**config.mk**
```make
export PLATFORM = sky130hd
export DESIGN_NAME = change_dispense_ctrl_flat
export DESIGN_NICKNAME = d
export VERILOG_FILES = /design/src/rtl/vm_pkg.sv /design/src/rtl/change_dispense_ctrl_if.sv /design/src/rtl/change_coin_pick.sv /design/src/rtl/change_dispense_ctrl.sv /design/src/flat_wrapper.sv
export SDC_FILE = /design/constraint.sdc
export NUM_CORES = 1
export LEC_CHECK = 0
export ABC_CLOCK_PERIOD_IN_PS = 3310
export CAP_MARGIN = 20
export CORE_MARGIN = 2
export CORE_UTILIZATION = 56
export DETAILED_ROUTE_END_ITERATION = 7
export PLACE_DENSITY = 0.82
export RECOVER_POWER = 25
export SYNTH_ARGS = -nofsm -noshare
export SYNTH_HDL_FRONTEND = slang
export SYNTH_SLANG_ARGS = --single-unit
```
**constraint.sdc**
```tcl
create_clock -name clk -period 3.31 [get_ports clk]
set_input_delay 0.331 -clock clk [delete_from_list [all_inputs] [get_ports clk]]
set_output_delay 0.331 -clock clk [all_outputs]
set_load 0.005 [all_outputs]
```
**src/rtl/vm_pkg.sv**
```systemverilog
// Shared vending-machine definitions: coin select encoding, status codes and coin values.
// Used by the change dispenser and the coin-collection logic.
package vm_pkg;

    localparam int AMT_W_DEF     = 8;
    localparam int DOLLAR_CENTS  = 100;
    localparam int QUARTER_CENTS = 25;
    localparam int DIME_CENTS    = 10;

    typedef enum logic [1:0] {
        COIN_NONE    = 2'b00,
        COIN_DIME    = 2'b01,
        COIN_QUARTER = 2'b10,
        COIN_DOLLAR  = 2'b11
    } coin_sel_e;

    typedef enum logic [1:0] {
        ST_OK      = 2'd0,
        ST_SHORT   = 2'd1,
        ST_TIMEOUT = 2'd2
    } status_e;

    // hopper_empty bit positions: {dollar, quarter, dime}
    localparam int HOP_DIME    = 0;
    localparam int HOP_QUARTER = 1;
    localparam int HOP_DOLLAR  = 2;

endpackage

```
**src/rtl/change_dispense_ctrl_if.sv**
```systemverilog
// Bundle between the vending FSM / coin hopper side and the change dispenser.
// The slave modport is the dispenser's view; master is the environment's view.
interface change_dispense_ctrl_if #(
    parameter int AMT_W = vm_pkg::AMT_W_DEF
) ();

    logic             start;
    logic [AMT_W-1:0] change_in;
    logic [2:0]       hopper_empty;
    logic             coin_ack;
    logic             coin_req;
    logic [1:0]       coin_sel;
    logic             busy;
    logic             done;
    logic [1:0]       status;
    logic [AMT_W-1:0] remaining;

    modport slave (
        input  start,
        input  change_in,
        input  hopper_empty,
        input  coin_ack,
        output coin_req,
        output coin_sel,
        output busy,
        output done,
        output status,
        output remaining
    );

    modport master (
        output start,
        output change_in,
        output hopper_empty,
        output coin_ack,
        input  coin_req,
        input  coin_sel,
        input  busy,
        input  done,
        input  status,
        input  remaining
    );

endinterface

```
**src/rtl/change_coin_pick.sv**
```systemverilog
// Combinational greedy coin picker: largest denomination that fits the amount
// and whose hopper is not empty (dollar > quarter > dime).
module change_coin_pick
    import vm_pkg::*;
#(
    parameter int AMT_W     = AMT_W_DEF,
    parameter int DOLLAR_C  = DOLLAR_CENTS,
    parameter int QUARTER_C = QUARTER_CENTS,
    parameter int DIME_C    = DIME_CENTS
) (
    input  logic [AMT_W-1:0] remaining,
    input  logic [2:0]       hopper_empty,
    output coin_sel_e        coin_sel,
    output logic [AMT_W-1:0] coin_val
);

    // Packed per-denomination values, indexed like hopper_empty
    localparam logic [3*AMT_W-1:0] VALS = {AMT_W'(DOLLAR_C), AMT_W'(QUARTER_C), AMT_W'(DIME_C)};

    logic [AMT_W-1:0] den_val [3];
    logic [2:0]       eligible;

    genvar gi;
    generate
        for (gi = 0; gi < 3; gi++) begin : g_den
            assign den_val[gi]  = VALS[gi*AMT_W +: AMT_W];
            assign eligible[gi] = !hopper_empty[gi] && (remaining >= den_val[gi]);
        end
    endgenerate

    always_comb begin
        coin_sel = COIN_NONE;
        coin_val = '0;
        if (eligible[HOP_DOLLAR]) begin
            coin_sel = COIN_DOLLAR;
            coin_val = den_val[HOP_DOLLAR];
        end else if (eligible[HOP_QUARTER]) begin
            coin_sel = COIN_QUARTER;
            coin_val = den_val[HOP_QUARTER];
        end else if (eligible[HOP_DIME]) begin
            coin_sel = COIN_DIME;
            coin_val = den_val[HOP_DIME];
        end
    end

endmodule

```
**src/rtl/change_dispense_ctrl.sv**
```systemverilog
// Change dispenser: pays out an amount one coin at a time over a req/ack hopper
// handshake, reporting OK, SHORT (unpayable residue) or TIMEOUT on completion.
module change_dispense_ctrl
    import vm_pkg::*;
#(
    parameter int AMT_W       = AMT_W_DEF,
    parameter int DOLLAR_C    = DOLLAR_CENTS,
    parameter int QUARTER_C   = QUARTER_CENTS,
    parameter int DIME_C      = DIME_CENTS,
    parameter int ACK_TIMEOUT = 16,
    parameter int GAP_CYCLES  = 2
) (
    input logic                  clk,
    input logic                  rst,
    change_dispense_ctrl_if.slave bus
);

    typedef enum logic [2:0] {
        S_IDLE,
        S_SELECT,
        S_REQ,
        S_GAP,
        S_DONE
    } state_e;

    // ACK_TIMEOUT and GAP_CYCLES are both expected to be at least 1
    localparam int TMR_W = (ACK_TIMEOUT > 1) ? $clog2(ACK_TIMEOUT) : 1;
    localparam int GAP_W = (GAP_CYCLES > 1) ? $clog2(GAP_CYCLES) : 1;
    localparam logic [TMR_W-1:0] TMR_LAST = TMR_W'(ACK_TIMEOUT - 1);
    localparam logic [GAP_W-1:0] GAP_LAST = GAP_W'(GAP_CYCLES - 1);

    state_e           state_q, state_d;
    logic [AMT_W-1:0] remaining_q, remaining_d;
    status_e          status_q, status_d;
    logic             coin_req_q, coin_req_d;
    coin_sel_e        coin_sel_q, coin_sel_d;
    logic [AMT_W-1:0] coin_val_q, coin_val_d;
    logic [TMR_W-1:0] timer_q, timer_d;
    logic [GAP_W-1:0] gap_cnt_q, gap_cnt_d;

    coin_sel_e        pick_sel;
    logic [AMT_W-1:0] pick_val;

    change_coin_pick #(
        .AMT_W     (AMT_W),
        .DOLLAR_C  (DOLLAR_C),
        .QUARTER_C (QUARTER_C),
        .DIME_C    (DIME_C)
    ) u_pick (
        .remaining    (remaining_q),
        .hopper_empty (bus.hopper_empty),
        .coin_sel     (pick_sel),
        .coin_val     (pick_val)
    );

    always_ff @(posedge clk) begin
        if (rst) begin
            state_q     <= S_IDLE;
            remaining_q <= '0;
            status_q    <= ST_OK;
            coin_req_q  <= 1'b0;
            coin_sel_q  <= COIN_NONE;
            coin_val_q  <= '0;
            timer_q     <= '0;
            gap_cnt_q   <= '0;
        end else begin
            state_q     <= state_d;
            remaining_q <= remaining_d;
            status_q    <= status_d;
            coin_req_q  <= coin_req_d;
            coin_sel_q  <= coin_sel_d;
            coin_val_q  <= coin_val_d;
            timer_q     <= timer_d;
            gap_cnt_q   <= gap_cnt_d;
        end
    end

    always_comb begin
        state_d     = state_q;
        remaining_d = remaining_q;
        status_d    = status_q;
        coin_req_d  = coin_req_q;
        coin_sel_d  = coin_sel_q;
        coin_val_d  = coin_val_q;
        timer_d     = timer_q;
        gap_cnt_d   = gap_cnt_q;

        case (state_q)
            S_IDLE: begin
                if (bus.start) begin
                    remaining_d = bus.change_in;
                    status_d    = ST_OK;
                    state_d     = S_SELECT;
                end
            end

            S_SELECT: begin
                if (remaining_q == '0) begin
                    status_d = ST_OK;
                    state_d  = S_DONE;
                end else if (pick_sel != COIN_NONE) begin
                    coin_sel_d = pick_sel;
                    coin_val_d = pick_val;
                    coin_req_d = 1'b1;
                    timer_d    = '0;
                    state_d    = S_REQ;
                end else begin
                    status_d = ST_SHORT;
                    state_d  = S_DONE;
                end
            end

            S_REQ: begin
                // An ack on the expiry edge takes priority over the timeout
                if (bus.coin_ack) begin
                    remaining_d = remaining_q - coin_val_q;
                    coin_req_d  = 1'b0;
                    coin_sel_d  = COIN_NONE;
                    gap_cnt_d   = '0;
                    state_d     = S_GAP;
                end else if (timer_q == TMR_LAST) begin
                    coin_req_d = 1'b0;
                    coin_sel_d = COIN_NONE;
                    status_d   = ST_TIMEOUT;
                    state_d    = S_DONE;
                end else begin
                    timer_d = timer_q + 1'b1;
                end
            end

            S_GAP: begin
                if (gap_cnt_q == GAP_LAST) begin
                    state_d = S_SELECT;
                end else begin
                    gap_cnt_d = gap_cnt_q + 1'b1;
                end
            end

            S_DONE: begin
                state_d = S_IDLE;
            end

            default: begin
                state_d = S_IDLE;
            end
        endcase
    end

    assign bus.coin_req  = coin_req_q;
    assign bus.coin_sel  = coin_sel_q;
    assign bus.busy      = (state_q != S_IDLE);
    assign bus.done      = (state_q == S_DONE);
    assign bus.status    = status_q;
    assign bus.remaining = remaining_q;

endmodule

```
**src/flat_wrapper.sv**
```systemverilog
// flat-port wrapper written by rule: the top's interface ports become plain ports
module change_dispense_ctrl_flat import vm_pkg::*;
#(
    parameter int AMT_W       = AMT_W_DEF,
    parameter int DOLLAR_C    = DOLLAR_CENTS,
    parameter int QUARTER_C   = QUARTER_CENTS,
    parameter int DIME_C      = DIME_CENTS,
    parameter int ACK_TIMEOUT = 16,
    parameter int GAP_CYCLES  = 2
)
  (clk, rst, bus_start, bus_change_in, bus_hopper_empty, bus_coin_ack, bus_coin_req, bus_coin_sel, bus_busy, bus_done, bus_status, bus_remaining);
  change_dispense_ctrl_if #(.AMT_W(AMT_W)) bus_i ();
  input logic clk;
  input logic rst;
  input wire logic [$bits(bus_i.start)-1:0] bus_start;
  input wire logic [$bits(bus_i.change_in)-1:0] bus_change_in;
  input wire logic [$bits(bus_i.hopper_empty)-1:0] bus_hopper_empty;
  input wire logic [$bits(bus_i.coin_ack)-1:0] bus_coin_ack;
  output wire logic [$bits(bus_i.coin_req)-1:0] bus_coin_req;
  output wire logic [$bits(bus_i.coin_sel)-1:0] bus_coin_sel;
  output wire logic [$bits(bus_i.busy)-1:0] bus_busy;
  output wire logic [$bits(bus_i.done)-1:0] bus_done;
  output wire logic [$bits(bus_i.status)-1:0] bus_status;
  output wire logic [$bits(bus_i.remaining)-1:0] bus_remaining;
  assign bus_i.start = bus_start;
  assign bus_i.change_in = bus_change_in;
  assign bus_i.hopper_empty = bus_hopper_empty;
  assign bus_i.coin_ack = bus_coin_ack;
  assign bus_coin_req = bus_i.coin_req;
  assign bus_coin_sel = bus_i.coin_sel;
  assign bus_busy = bus_i.busy;
  assign bus_done = bus_i.done;
  assign bus_status = bus_i.status;
  assign bus_remaining = bus_i.remaining;
  change_dispense_ctrl #(.AMT_W(AMT_W), .DOLLAR_C(DOLLAR_C), .QUARTER_C(QUARTER_C), .DIME_C(DIME_C), .ACK_TIMEOUT(ACK_TIMEOUT), .GAP_CYCLES(GAP_CYCLES)) u_core (.clk(clk), .rst(rst), .bus(bus_i));
endmodule
```
==> results.txt <==
Die Area -> 3370 sq um
hold_ws -> 492 ps
area of the multi-input gates -> 1030 sq um
simple-gate share of the synthesized area -> 24.4%
Slew Limit Headroom -> 41.7%
Post-Synth XOR/XNOR Area -> 1.61%
starting density of the core -> 59.3%
largest net degree at the start of global routing -> 23
grt met1 use -> 33.6%
CP max stage delay -> 690 ps
Detail Placement HPWL -> 2960 um
Comb pwr share -> 42.3%
hold worst-path end -> u_core.bus.coin_req$_SDFFE_PP0P_
CTS tree -> built
startpoint class of the critical path -> flop
Die Ht -> 58.0 um
Setup TNS -> 0 ps
grt ovf -> 0
Synth area leaders -> dfxtp_1, nor2_1, ha_1
largest family of logic cells by synthesized area -> compound AO/OA/AOI/OAI gates
EDFF count, synth -> 0
initial antenna violation count -> 0
Worst Hold Class -> reg2reg
Total GRT Usage -> 26.0%
worst hold start -> u_core.bus.coin_req$_SDFFE_PP0P_
Sinks on Clock Net -> 25
status -> complete, no violations
Setup crit end kind -> flop
worst path cell trace -> or3b_1 -> nor4_2 -> a21oi_1 -> mux2_2 -> a21oi_2
NetSw -> 0.000349 W
Max clock buf depth -> 2
Tcrit/Tclk final -> 62.1%
skew final -> 3.76 ps
maximum fanout along the worst path -> 17
cts repair resizes -> 0
Pins Over Slew Limit -> 0
peak supply drop -> 0.359 mV
FMAX -> 487 MHz
PD cells -> 467 nW/um^2
GPL Wtd Cong -> 0.839
clock share of power -> 15.4%
Worst Path Required -> 3570 ps
Final Routed Wirelength -> 4020 um
Final setup viols -> 0
antenna diode count -> 0
vias in the first global route -> 1570
Avg Synthesized Cell Area -> 8.05 sq um
Internal Dissipation -> 0.000554 W
H-tree lvl count -> 1
register area -> 500 sq um
sequential share of power -> 42.2%
CORE AREA -> 2760 sq um
Lkg Pwr -> 0.731 nW
Primary FF master, synth -> dfxtp_1
Sw Ratio -> 38.6%
grt met2 use -> 44.6%
Synth Warn # -> 0
Reg-to-Reg Start -> u_core.state_q[1]$_SDFFE_PP0P_
mapped cell area -> 1630 sq um
DRT iter0 DRCs -> 67
kind of critical path -> reg2reg
multiplexer area fraction after synthesis -> 1.91%
FF+latch count, synth -> 25
Port Buffer Count -> 29
post-CTS setup buffers -> 0
clock slew at reported path FFs -> 140 ps
synth-to-layout area growth -> 18.3%
vias per cell -> 6.24
WHS Path Cells -> 2
R2R Setup Slk -> 1260 ps
worst-margin pin slew -> 871 ps
clk root buf -> clkbuf_4
Worst path slowest cell -> or3b_1
worst r2r path cells -> 5
via count -> 1604
gr busiest metal -> met2
routed len/inst -> 15.7 um
Post-Synth Adder-Cell Area -> 7.35%
Final Hold Viols -> 0
TritonRoute pass-1 iters -> 4
Tmin final -> 2050 ps
first-pass GRT wire length -> 6910 um
Cell variety after synth -> 54
Reg2Reg Capture Point -> u_core.bus.remaining[7]$_SDFFE_PP0P_
fillers -> 237
I/O Pins -> 30
remaining routing DRC violations -> 0
share of cells above drive strength 1 -> 7.52%
sequential share of the synthesized area -> 30.6%
RSZ-0062 raised after global routing -> false
# nets final -> 251
Post-Syn Nets -> 227
Synth top area share -> 30.6%
Max-cap violations -> 0
GR Util met3 -> 3.79%
Hold-fix buffers, CTS -> 0
Synth Area in Compound Gates -> 27.8%
DIE WIDTH -> 58.0 um
final antenna-violating net count -> 0
number of CTS-inserted buffers -> 3
Async S/R FF share, synth -> 0%
Rows -> 19
Worst-Skew Late Latency -> 320 ps
critical path arrival -> 2310 ps
Syn Inst Count -> 203
Synth area leader -> dfxtp_1
[logic make-up after synthesis]
family / after synthesis
flops: 25
xor+xnor: 3
mux: 3
compound gates: 63
simple gates: 78
fa+ha+maj: 9
buf+inv: 22
[placed cells by master (no fill, tap or decap), types with 2 or more instances in the layout]
| master | instances |
|---|---|
| a21oi_1 | 13 |
| nor2_1 | 28 |
| o21a_1 | 3 |
| xor2_1 | 2 |
| a31oi_1 | 2 |
| nor2b_1 | 5 |
| nand2_1 | 15 |
| a211oi_1 | 6 |
| ha_1 | 8 |
| dfxtp_1 | 25 |
| o31a_1 | 3 |
| mux2i_1 | 2 |
| clkdlybuf4s50_1 | 20 |
| nand4_1 | 2 |
| o211ai_1 | 3 |
| dlygate4sd3_1 | 9 |
| nor4_2 | 2 |
| and3_1 | 4 |
| a21o_1 | 2 |
| o21ai_0 | 8 |
| nand3_1 | 4 |
| clkbuf_4 | 3 |
| nor3_1 | 9 |
| a21oi_2 | 3 |
| inv_1 | 11 |
| a22oi_1 | 3 |
| o21ai_1 | 3 |
[how the worst max path moves through the flow]
| stage | to | cells past startpoint | startpoint | slack [ps] |
|---|---|---|---|---|
| after global placement | u_core.bus.remaining[7]$_SDFFE_PP0P_ | 5 | bus_coin_ack | 1130 |
| after detailed placement | u_core.bus.remaining[7]$_SDFFE_PP0P_ | 5 | bus_coin_ack | 1050 |
| after floorplan | u_core.bus.remaining[4]$_SDFFE_PP0P_ | 8 | u_core.bus.remaining[0]$_SDFFE_PP0P_ | 1480 |
| final | u_core.bus.remaining[7]$_SDFFE_PP0P_ | 5 | u_core.state_q[1]$_SDFFE_PP0P_ | 1260 |
| after CTS | u_core.bus.remaining[4]$_SDFFE_PP0P_ | 8 | u_core.bus.remaining[0]$_SDFFE_PP0P_ | 1250 |
| after global routing | u_core.bus.remaining[4]$_SDFFE_PP0P_ | 8 | u_core.bus.remaining[0]$_SDFFE_PP0P_ | 1070 |
[registers in the layout (all words and copies together) (netlist names)]
register	count
u_core.gap_cnt_q	1
u_core.bus.coin_req	1
u_core.bus.status	2
u_core.timer_q	4
u_core.bus.coin_sel	2
u_core.coin_val_q	4
u_core.state_q	3
u_core.bus.remaining	8
[worst max-delay path: cells and delay by family, from the launching register on]
family	cells	cell delay, ps
AO/OA/AOI/OAI	2	210
flip-flops	1	530
multiplexers	1	310
AND/OR/NAND/NOR	2	930
[layer usage]
metal,vias to the layer above,part of all wire (%),wire [um]
met1,772,47,1900
li1,788,-,-
met4,0,1.2,50
met5,-,0,0
met2,38,47,1880
met3,6,4.7,191
[synthesized netlist by cell type, drive strengths merged (2+ instances only)]
cell type,count
ha,8
and3,4
nor3,9
nor2b,5
xor2,2
a31oi,2
clkbuf,4
a22oi,3
a31o,2
dfxtp,25
or3b,2
o31a,3
o311ai,3
nand3,4
o211ai,3
mux2i,2
nor4,3
o21ai,11
buf,6
a21oi,16
inv,12
nand2,15
o21a,3
nor3b,2
a21o,2
nor2,29
a211oi,6
nand4,2
[power groups by stage]
stage	sequential, W	clock (W)	combinational [W]
5_1_grt	0.000388	0.000153	0.000425
3_5_place_dp	0.000388	0	0.000379
4_1_cts	0.000381	0.000143	0.000383
3_3_place_gp	0.000384	0	0.000366
6_report	0.000381	0.000139	0.000382
2_1_floorplan	0.000372	0	0.000271
[layout make-up]
type | instances | area share, %
timing repair buffer | 29 | 15.0
multi-input combinational | 156 | 53.3
clock buffer | 3 | 1.17
tap | 31 | 2.01
sequential | 25 | 25.9
inverter | 12 | 2.33
clock inverter | 1 | 0.259
[through the flow]
step           instance area (sq um)  instances  power [W]  setup WS, ps  util (%)
2_1_floorplan                   1630        203   0.000643          1480         -
3_3_place_gp                    1910        253   0.000751          1130      69.1
3_5_place_dp                    1910        253   0.000767          1050      69.1
4_1_cts                         1930        257   0.000907          1250      70.1
5_1_grt                         1930        257   0.000966          1070      70.1
6_report                        1930        257   0.000903          1260      70.1
No activity file was read; power rests on OpenSTA's default activity.
